`config.mk`:
```
export PLATFORM = sky130hd
export DESIGN_NAME = custom_mem_arbiter
export DESIGN_NICKNAME = d
export VERILOG_FILES = /design/src/rtl/custom_mem_arbiter.sv
export SDC_FILE = /design/constraint.sdc
export NUM_CORES = 1
export LEC_CHECK = 0
export BUFFER_PORTS_ARGS = -buffer_cell sky130_fd_sc_hd__buf_4
export CAP_MARGIN = 0
export CORE_AREA = 2 2 125 127
export CTS_CLUSTER_SIZE = 14
export DETAILED_ROUTE_END_ITERATION = 8
export DIE_AREA = 0 0 127 129
export GPL_ROUTABILITY_DRIVEN = 1
export PLACE_DENSITY = 0.58
export SYNTH_ARGS = -nofsm -noshare
export SYNTH_HDL_FRONTEND = slang
export SYNTH_SLANG_ARGS = --single-unit
```
`constraint.sdc`:
```
create_clock -name clk_i -period 4.7 [get_ports clk_i]
set_input_delay 0.705 -clock clk_i [delete_from_list [all_inputs] [get_ports clk_i]]
set_output_delay 0.705 -clock clk_i [all_outputs]
set_load 0.01 [all_outputs]
```
`src/rtl/custom_mem_arbiter.sv`:
```
// Two-requester round-robin front end for a single memory slave.
// Issued requests are tagged in an in-order ID FIFO so responses route back to their source.
module custom_mem_arbiter #(
  parameter int ADDR_WIDTH      = 32,
  parameter int DATA_WIDTH      = 32,
  parameter int MAX_OUTSTANDING = 4
) (
  input  logic                         clk_i,
  input  logic                         rst_ni,
  input  logic                         s0_mem_req,
  output logic                         s0_mem_gnt,
  input  logic [ADDR_WIDTH-1:0]        s0_mem_addr,
  input  logic                         s0_mem_we,
  input  logic [DATA_WIDTH/8-1:0]      s0_mem_be,
  input  logic [DATA_WIDTH-1:0]        s0_mem_wdata,
  output logic                         s0_mem_valid,
  output logic [DATA_WIDTH-1:0]        s0_mem_rdata,
  output logic                         s0_mem_error,
  input  logic                         s1_mem_req,
  output logic                         s1_mem_gnt,
  input  logic [ADDR_WIDTH-1:0]        s1_mem_addr,
  input  logic                         s1_mem_we,
  input  logic [DATA_WIDTH/8-1:0]      s1_mem_be,
  input  logic [DATA_WIDTH-1:0]        s1_mem_wdata,
  output logic                         s1_mem_valid,
  output logic [DATA_WIDTH-1:0]        s1_mem_rdata,
  output logic                         s1_mem_error,
  output logic                         m_mem_req,
  output logic [ADDR_WIDTH-1:0]        m_mem_addr,
  output logic                         m_mem_we,
  output logic [DATA_WIDTH/8-1:0]      m_mem_be,
  output logic [DATA_WIDTH-1:0]        m_mem_wdata,
  input  logic                         m_mem_gnt,
  input  logic                         m_mem_valid,
  input  logic [DATA_WIDTH-1:0]        m_mem_rdata,
  input  logic                         m_mem_error,
  output logic [$clog2(MAX_OUTSTANDING):0] outstanding_o,
  output logic                         protocol_err_o
);

  localparam int PW = $clog2(MAX_OUTSTANDING);
  localparam int CW = PW + 1;

  logic [CW-1:0]              r_count;
  logic [PW-1:0]              r_wptr;
  logic [PW-1:0]              r_rptr;
  logic [MAX_OUTSTANDING-1:0] r_id_fifo;
  logic                       r_prio;
  logic                       r_perr;

  logic w_full;
  logic w_sel;
  logic w_push;
  logic w_pop;
  logic w_head;

  assign w_full = (r_count == CW'(MAX_OUTSTANDING));
  assign w_head = r_id_fifo[r_rptr];
  assign w_pop  = m_mem_valid & (r_count != {CW{1'b0}});

  // Requester selection: lone requester wins, contention resolved by the priority pointer
  always_comb begin
    w_sel = 1'b0;
    if (s0_mem_req && !s1_mem_req) begin
      w_sel = 1'b0;
    end else if (!s0_mem_req && s1_mem_req) begin
      w_sel = 1'b1;
    end else if (s0_mem_req && s1_mem_req) begin
      w_sel = r_prio;
    end else begin
      w_sel = 1'b0;
    end
  end

  // Request path to memory; reset gating keeps handshakes quiet while rst_ni is low
  always_comb begin
    m_mem_req   = rst_ni & (s0_mem_req | s1_mem_req) & ~w_full;
    m_mem_addr  = {ADDR_WIDTH{1'b0}};
    m_mem_we    = 1'b0;
    m_mem_be    = {(DATA_WIDTH/8){1'b0}};
    m_mem_wdata = {DATA_WIDTH{1'b0}};
    if (m_mem_req) begin
      m_mem_addr  = w_sel ? s1_mem_addr  : s0_mem_addr;
      m_mem_we    = w_sel ? s1_mem_we    : s0_mem_we;
      m_mem_be    = w_sel ? s1_mem_be    : s0_mem_be;
      m_mem_wdata = w_sel ? s1_mem_wdata : s0_mem_wdata;
    end else begin
      m_mem_addr  = {ADDR_WIDTH{1'b0}};
    end
    w_push     = m_mem_req & m_mem_gnt;
    s0_mem_gnt = w_push & ~w_sel;
    s1_mem_gnt = w_push & w_sel;
  end

  // Response routing to the requester at the FIFO head
  always_comb begin
    s0_mem_valid = 1'b0;
    s0_mem_rdata = {DATA_WIDTH{1'b0}};
    s0_mem_error = 1'b0;
    s1_mem_valid = 1'b0;
    s1_mem_rdata = {DATA_WIDTH{1'b0}};
    s1_mem_error = 1'b0;
    if (w_pop && w_head) begin
      s1_mem_valid = 1'b1;
      s1_mem_rdata = m_mem_rdata;
      s1_mem_error = m_mem_error;
    end else if (w_pop) begin
      s0_mem_valid = 1'b1;
      s0_mem_rdata = m_mem_rdata;
      s0_mem_error = m_mem_error;
    end else begin
      s0_mem_valid = 1'b0;
    end
  end

  // ID FIFO storage, pointers and occupancy
  always_ff @(posedge clk_i or negedge rst_ni) begin
    if (!rst_ni) begin
      r_count   <= {CW{1'b0}};
      r_wptr    <= {PW{1'b0}};
      r_rptr    <= {PW{1'b0}};
      r_id_fifo <= {MAX_OUTSTANDING{1'b0}};
    end else begin
      if (w_push) begin
        r_id_fifo[r_wptr] <= w_sel;
        r_wptr            <= r_wptr + PW'(1);
      end
      if (w_pop) begin
        r_rptr <= r_rptr + PW'(1);
      end
      case ({w_push, w_pop})
        2'b10:   r_count <= r_count + CW'(1);
        2'b01:   r_count <= r_count - CW'(1);
        default: r_count <= r_count;
      endcase
    end
  end

  // Round-robin pointer moves to the loser after each grant; sticky protocol error
  always_ff @(posedge clk_i or negedge rst_ni) begin
    if (!rst_ni) begin
      r_prio <= 1'b0;
      r_perr <= 1'b0;
    end else begin
      if (w_push) begin
        r_prio <= ~w_sel;
      end
      if (m_mem_valid && (r_count == {CW{1'b0}})) begin
        r_perr <= 1'b1;
      end
    end
  end

  assign outstanding_o  = r_count;
  assign protocol_err_o = r_perr;

endmodule

```
# Yosys cells after proc, flatten, opt, wreduce, memory -nomap -nowiden
# Index checks and enable logic that the tools add are counted.
[totals] register_bits=13 input_bits=177 output_inout_bits=144 word_cells=62
[op_classes] addsub=4 magnitude_cmp=3 n_eq_ne=3 n_mux=26 n_bitwise=9 n_reduce_logical=11
[ops] op="$mux 32" n=7
[ops] op="$mux 1" n=13
[ops] op="$mux 4" n=2
[ops] op="$and 1x1->1" n=6
[ops] op="$logic_and 1x1->1" n=6
[ops] op="$lt 2x3->1 const B" n=2
[ops] op="$pmux 3 s2" n=1
[ops] op="$add 2x1->2 const B" n=2
[ops] op="$bwmux 4" n=1
[ops] op="$add 3x1->3 const B" n=1
[ops] op="$eq 3x3->1 const B" n=1
[ops] op="$logic_not 3->1" n=1
[ops] op="$reduce_bool 3->1" n=1
[ops] op="$sub 3x1->3 const B" n=1
[ops] op="$bmux 1 s2" n=1
[ops] op="$demux 1 s2" n=1
[ops] op="$eq 2x1->1 const B" n=1
[ops] op="$eq 2x2->1 const B" n=1
[ops] op="$ge 2x1->1 const B" n=1
[ops] op="$logic_not 1->1" n=2
[ops] op="$not 1->1" n=2
[ops] op="$reduce_bool 2->1" n=1
[ops] op="$or 1x1->1" n=1

# Longest topological paths before layout
# Gate-level depths: netlist of run 1.
[depth] word_depth=6 depth_mapped=9 ltp_nobuf=8

# Worst setup path after synthesis of run 1
# No wires, ideal clock.
[synth_timing] path_type="input -> register" start="in m_mem_valid" end="reg r_count[2] (netlist: outstanding_o[2])" setup_time_ns=0.079 arrival_ns=2.245 required_ns=4.621 path_slack_ns=2.376 stages=9 path_buffers=2 cell_sequence="o31a_1 buf_2 clkbuf_1 ha_1 inv_1 fa_1 xor2_1 nor2_1 xor2_1"
[synth_between] elab_chain_len=3 elab_cells_between_ends=5 cone_classes="eq/ne: 2; mux: 1; bitwise: 1; reduce/logical: 1"
[synth_lines] element="from (decl)" line="34" rtl="input logic m_mem_valid,"
[synth_lines] element="$and 1x1->1 (*)" line="59" rtl="assign w_pop = m_mem_valid & (r_count != {CW{1'b0}});"
[synth_lines] element="$eq 2x1->1 / $eq 2x2->1 (equally long branches)" line="131" rtl="case ({w_push, w_pop})"
[synth_lines] element="$pmux 3 s2 / $reduce_bool 2->1 (equally long branches)"
[synth_lines] element="to (signal assigned)" line="132" rtl="2'b10: r_count <= r_count + CW'(1);"
[synth_lines] element="to (signal assigned)" line="133" rtl="2'b01: r_count <= r_count - CW'(1);"
[synth_lines] element="to (signal assigned)" line="134" rtl="default: r_count <= r_count;"
[synth_lines] element="to (decl)" line="44" rtl="logic [CW-1:0] r_count;"
# Mark *: on every way between the ends. The rest lies on a longest branch, timed or not.
# A chain may end at the register's enable or synchronous reset.

# Final worst setup path of run 1
[layout_timing] start="in s1_mem_req" end="out m_mem_addr[0]"
[layout_between] elab_chain_len=6 elab_cells_between_ends=12 cone_classes="mux: 5; bitwise: 3; reduce/logical: 4"
[layout_lines] element="from (decl)" line="19" rtl="input logic s1_mem_req,"
[layout_lines] element="$logic_and 1x1->1" line="68" rtl="end else if (s0_mem_req && s1_mem_req) begin"
[layout_lines] element="$mux 1" line="68"
[layout_lines] element="$mux 1" line="66" rtl="end else if (!s0_mem_req && s1_mem_req) begin"
[layout_lines] element="$mux 1" line="64" rtl="if (s0_mem_req && !s1_mem_req) begin"
[layout_lines] element="$mux 32" line="83" rtl="m_mem_addr = w_sel ? s1_mem_addr : s0_mem_addr;"
[layout_lines] element="$mux 32 (*)" line="82" rtl="if (m_mem_req) begin"
[layout_lines] element="to (decl)" line="29" rtl="output logic [ADDR_WIDTH-1:0] m_mem_addr,"
# Marked as above.

==> results of run 1 <==
-- flip-flops by register name, indices dropped and copies added, names as in the netlist --
signal and count:
r_prio 1, r_id_fifo 4, r_wptr 2, outstanding_o 3, r_rptr 2, protocol_err_o 1
-- critical path: stages --
cell	delay [ns]
buf_4	0.25
inv_2	0.83
o21ai_0	0.32
a21oi_1	0.24
buf_4	0.15
-- path summary, 6_finish.rpt --
path,from,endpoint,slack (ns),depth (start not counted)
setup / recovery,s1_mem_req,m_mem_addr[0],1.46,5
hold / removal,rst_ni,outstanding_o[2]$_DFFE_PN0P_,0.32,1
setup reg to reg,outstanding_o[0]$_DFFE_PN0P_,outstanding_o[2]$_DFFE_PN0P_,2.35,7
hold reg to reg,protocol_err_o$_DFFE_PN0P_,protocol_err_o$_DFFE_PN0P_,0.46,1
max in group asynchronous,rst_ni,r_prio$_DFFE_PN0P_,4.18,1
min in group clk_i,protocol_err_o$_DFFE_PN0P_,protocol_err_o$_DFFE_PN0P_,0.46,1
-- cell usage in the layout (no fill, tap or decap), drive strengths merged --
cell type / n
buf: 327
o211ai: 70
o21ai: 70
a21oi: 69
nor2: 37
nand2: 35
and3: 33
dfrtp: 13
inv: 8
mux2: 6
ha: 5
nand3: 4
clkbuf: 4
xor2: 3
xnor2: 3
or3b: 1
and2b: 1
o31a: 1
mux4: 1
and2: 1
o211a: 1
nor2b: 1
nor3: 1
a21o: 1
mux2i: 1
fa: 1
-- power breakdown --
group / switching, mW / leakage (nW) / internal (mW)
clock network: 0.0478 / 0.0382 / 0.115
registers: 0.0503 / 0.152 / 0.170
logic: 0.820 / 2.39 / 0.642
total: 0.918 / 2.58 / 0.927
-- per-stage QoR --
stage / std cells / hold WS (ns)
floorplan: 427 / 0.409
global placement: 882 / 0.449
detailed placement: 882 / 0.460
CTS: 886 / 0.317
global route: 886 / 0.327
finish: 886 / 0.317
-- per-layer routing --
| layer | part of all wire | up-vias | track usage |
|---|---|---|---|
| met5 | 0 | - | 0 |
| met4 | 0.023 | 0 | 0.0446 |
| met3 | 0.046 | 24 | 0.0270 |
| li1 | - | 2096 | - |
| met2 | 0.50 | 149 | 0.260 |
| met1 | 0.43 | 1928 | 0.213 |
-- layout make-up --
cell class	instances	area share
Inverter	8	0.00582
Tap cell	188	0.0456
Sequential cell	13	0.0633
Multi-Input combinational cell	346	0.394
Timing Repair Buffer	327	0.476
Clock buffer	4	0.0153
-- cell families (layout without fill, tap and decap cells) --
family	after synthesis	after routing	synth area share
flops	13	13	0.121
buf+inv	68	339	0.126
fa+ha+maj	6	6	0.0306
compound gates	212	212	0.468
mux	8	8	0.0371
simple gates	114	114	0.198
xor+xnor	6	6	0.0195
==> flow_summary.yaml, run 1 <==
sta:
  grt_setup_unrepaired: "false"
  hold_violations: 0
  slew_viol_final: 0
  max_slew_margin: 0.285
  min_period_over_period: 0.690
  fin_tns_setup_ns: 0
  tightest_slew_ns: 1.07
  period_minus_slack_ns: 3.24
  setup_violations: 0
  skew_ns: 0.00106
  fmaxAchievable_mhz: 308
  setup_slack_ns: 1.46
floorplan:
  dieArea_um2: 16400
  chipHeight_um: 129
  fp-row-count: 45
  coreArea_um2: 15000
  initial_utilization: 0.180
  die_w_um: 127
  num_io_pins: 321
clocking:
  ctsHoldBuffers: 0
  cts-root-buf: "clkbuf_16"
  cts_buffers: 3
  cts_tree: "built"
  cts_setup_buffers: 0
  clock_path_buffers: 2
  clock_latency_ns: 0.24
  h-tree-depth: 1
  clk_pin_slew_worst_paths_ns: 0.05
  cts_resized: 0
  clock-sinks: 13
yosys:
  ys_ff_latch: 13
  async_flop_share: 1.00
  yosysWarnings: 0
  synth_area_um2: 2700
  syn_nets: 610
  yosys-top-cells-area: "o211ai_1 (19%), a21oi_1 (13%), dfrtp_1 (12%)"
  synth_edf_count: 0
  netlist-cell-type-count: 32
  syn_inst: 427
  yosys.area.top_type: "o211ai_1"
  synth_flop_cell: "dfrtp_1"
  netlist.area_leader.share: 0.192
  synth.avg_cell_area_um2: 6.31
  ys_seq_area_frac: 0.121
  synth_top_cells_by_count: "a21oi_1 (69), o211ai_1 (69), o21ai_0 (58), clkbuf_1 (42), nor2_1 (37)"
cells_and_area:
  stdcell_area_um2: 5160
  nets: 882
  register_area_um2: 327
  fillCellCount: 1639
  drive_gt1_frac: 0.493
  fin_util: 0.344
  multiInputGateArea_um2: 2030
  diodes: 0
  syn2layout_area_growth_pct: 91.4
global_routing:
  grt_overflow: 0
  antenna_found_initial: 0
  grt_pass1_vias: 3825
  grt_max_degree: 72
  grt_pass1_wl_mm: 21.1
  grtUsageTotal: 0.158
route:
  drtIter0Drc: 291
  drc: 0
  dr.pass1.iters: 5
  antenna_left: 0
  wirelength_mm: 14.3
  num_vias: 4197
  vias_per_cell: 4.74
  wl_per_cell_um: 16.2
critical_path:
  crit_path_end_kind: "primary output"
  critPathRequiredTime_ns: 3.99
  start_kind: "input pin"
  path_max_fanout: 70
  critical_path_class: "input pin to primary output"
  cp.arrival_ns: 2.54
pwr:
  total_power_mw: 1.85
  leakagePower_nw: 2.58
  power_density_nw_per_um2: 358
  max-vdd-ir-drop_mv: 0.257
placed_design:
  dp.final_hpwl_mm: 10.6
  io_buffers: 320
  placedInstanceArea_um2: 5080
  post-place-ws_ns: 1.45
  place.gp.congestion: 0.853
job:
  cap_viol_max_count: 0
hold_path:
  hold_path_class: "input pin to asynchronous set/reset pin"
outcome:
  status: "finished, final reports clean"
Note: power is estimated with default switching activity, not from simulation.
==> inputs of run 2 (changes only) <==
--- a/config.mk
+++ b/config.mk
@@ -7,12 +7,12 @@
 export LEC_CHECK = 0
 export BUFFER_PORTS_ARGS = -buffer_cell sky130_fd_sc_hd__buf_4
 export CAP_MARGIN = 0
-export CORE_AREA = 2 2 125 127
+export CORE_AREA = 2 2 123 125
 export CTS_CLUSTER_SIZE = 14
 export DETAILED_ROUTE_END_ITERATION = 8
-export DIE_AREA = 0 0 127 129
+export DIE_AREA = 0 0 125 127
 export GPL_ROUTABILITY_DRIVEN = 1
-export PLACE_DENSITY = 0.58
+export PLACE_DENSITY = 0.59
 export SYNTH_ARGS = -nofsm -noshare
 export SYNTH_HDL_FRONTEND = slang
 export SYNTH_SLANG_ARGS = --single-unit
==> constraint.sdc (replaced) <==
create_clock -name clk_i -period 3 [get_ports clk_i]
set_input_delay 0.45 -clock clk_i [delete_from_list [all_inputs] [get_ports clk_i]]
set_output_delay 0.45 -clock clk_i [all_outputs]
set_load 0.01 [all_outputs]
==> run 2 against run 1 <==
Hold slack got worse by 0.26 ns. Highest routed layer unchanged. Clock power rose by 54%. Sequential power rose by 57%. Count of clock-buffer cells in the layout did not move. Non-clock buffer count rose by 9. Clock skew barely moved. Global-route usage rose by 0.052 points. Combinational power rose by 58%. Power rose by 57%.
==> flow_summary.yaml, run 2 (synthesis gave the netlist of run 1 again) <==
outcome:
  status: "finished, final reports clean"
global_routing:
  met1_usage: 0.215
  grt_max_degree: 72
  grt_pass1_vias: 3763
  grt.met3_usage: 0.0163
  grt_overflow: 0
  grtUsageMet2: 0.269
  grt-busiest-layer: "met2"
  grtUsageTotal: 0.158
  grt_pass1_wl_mm: 21.1
  antenna_found_initial: 0
pwr:
  leakagePower_nw: 2.64
  max-vdd-ir-drop_mv: 0.342
  power_density_nw_per_um2: 554
clocking:
  clock_latency_ns: 0.24
  cts_resized: 0
  cts_tree: "built"
  clock-sinks: 13
  h-tree-depth: 1
  cts_buffers: 3
  cts_setup_buffers: 0
  cts-root-buf: "clkbuf_16"
  ctsHoldBuffers: 0
  clk_pin_slew_worst_paths_ns: 0.04
  clock_path_buffers: 2
critical_path:
  cpPeakStageDelay_ns: 1.03
  worst_path_max_delay_cell: "mux4_2"
  reg2reg_slack_ns: 0.75
  start_kind: "flip-flop"
  cp.arrival_ns: 2.15
  r2r_end: "outstanding_o[2]$_DFFE_PN0P_"
  crit_chain: "mux4_2 -> and3_1 -> buf_4"
  critical_path_class: "flip-flop to primary output"
  crit_path_end_kind: "primary output"
  path_max_fanout: 68
  critPathRequiredTime_ns: 2.55
  reg2regPathDepth: 8
  regToRegStartpoint: "outstanding_o[0]$_DFFE_PN0P_"
sta:
  period_minus_slack_ns: 2.60
  tightest_slew_ns: 0.995
  grt_setup_unrepaired: "false"
  slew_viol_final: 0
  skew_ns: 0.000839
  max_slew_margin: 0.337
  min_period_over_period: 0.865
  setup_violations: 0
  fin_tns_setup_ns: 0
  hold_violations: 0
  fmaxAchievable_mhz: 385
route:
  drtIter0Drc: 210
  num_vias: 4179
  wl_per_cell_um: 15.8
  antenna_left: 0
  vias_per_cell: 4.69
  dr.pass1.iters: 4
  drc: 0
  wirelength_mm: 14.1
cells_and_area:
  final_common_cell: "buf_4"
  syn2layout_area_growth_pct: 94.6
  most-common-layout-cells: "buf_4 (334), o211ai_1 (69), a21oi_1 (69)"
  fillCellCount: 1559
  diodes: 0
  fin_cells: 891
  largest_register_ffs: 4
  drive_gt1_frac: 0.499
  top_register: "r_id_fifo"
  nets: 891
floorplan:
  fp-row-count: 44
  initial_utilization: 0.187
  die_w_um: 125
  dieArea_um2: 15900
  chipHeight_um: 127
  coreArea_um2: 14400
  num_io_pins: 321
placed_design:
  dp.final_hpwl_mm: 10.8
  dp.cells: 887
  io_buffers: 320
  place.gp.congestion: 0.899
job:
  cap_viol_max_count: 0
hold_path:
  hold_path_class: "input pin to asynchronous set/reset pin"
## run 2: stage by stage
step	hold slack [ns]	utilization	instance area (um2)	power, mW	worst slack (ns)
CTS	0.0641	0.364	5250	2.93	0.404
global route	0.0672	0.364	5250	3.16	0.237
global placement	0.320	0.358	5170	2.69	0.604
detailed placement	0.317	0.358	5170	2.68	0.601
finish	0.0599	0.364	5250	2.91	0.405
floorplan	0.154	-	2700	1.72	0.872
## run 2: worst max path at each step
stage / depth (start not counted) / slack, ns / start / to
2_1_floorplan: 9 / 0.87 / outstanding_o[0]$_DFFE_PN0P_ / outstanding_o[2]$_DFFE_PN0P_
3_3_place_gp: 5 / 0.60 / s1_mem_req / m_mem_wdata[10]
3_5_place_dp: 5 / 0.60 / s1_mem_req / m_mem_addr[3]
4_1_cts: 5 / 0.40 / outstanding_o[0]$_DFFE_PN0P_ / m_mem_addr[3]
5_1_grt: 3 / 0.24 / r_rptr[0]$_DFFE_PN0N_ / s1_mem_rdata[28]
6_report: 3 / 0.40 / r_rptr[0]$_DFFE_PN0N_ / s1_mem_rdata[28]
## run 2: cell type report
cell class,count,area (um2),area share
Tap cell,184,230,0.0439
Sequential cell,13,327,0.0623
Timing Repair Buffer,336,2550,0.486
Clock buffer,4,78.8,0.0150
Multi-Input combinational cell,346,2030,0.387
Inverter,8,30.0,0.00573
## run 2: report_power, final
| group | leakage [nW] | switching [mW] | internal, mW |
|---|---|---|---|
| combinational | 2.45 | 1.27 | 1.04 |
| sequential | 0.152 | 0.0794 | 0.267 |
| clock | 0.0382 | 0.0699 | 0.179 |
| total | 2.64 | 1.42 | 1.48 |
## run 2: metal layers
layer	vias to the layer above	part of all wire	routed length [um]
met5	-	0	0
met4	0	0.021	289
met3	20	0.043	600
met2	137	0.50	7030
met1	1904	0.44	6140
li1	2118	-	-
## run 2: critical path: cells and delay by family, from the launching register on
family	cells	cell delay (ns)
DFF	1	0.41
and+or+nand+nor	1	0.32
buffers and inverters	1	0.14
muxes	1	1.03
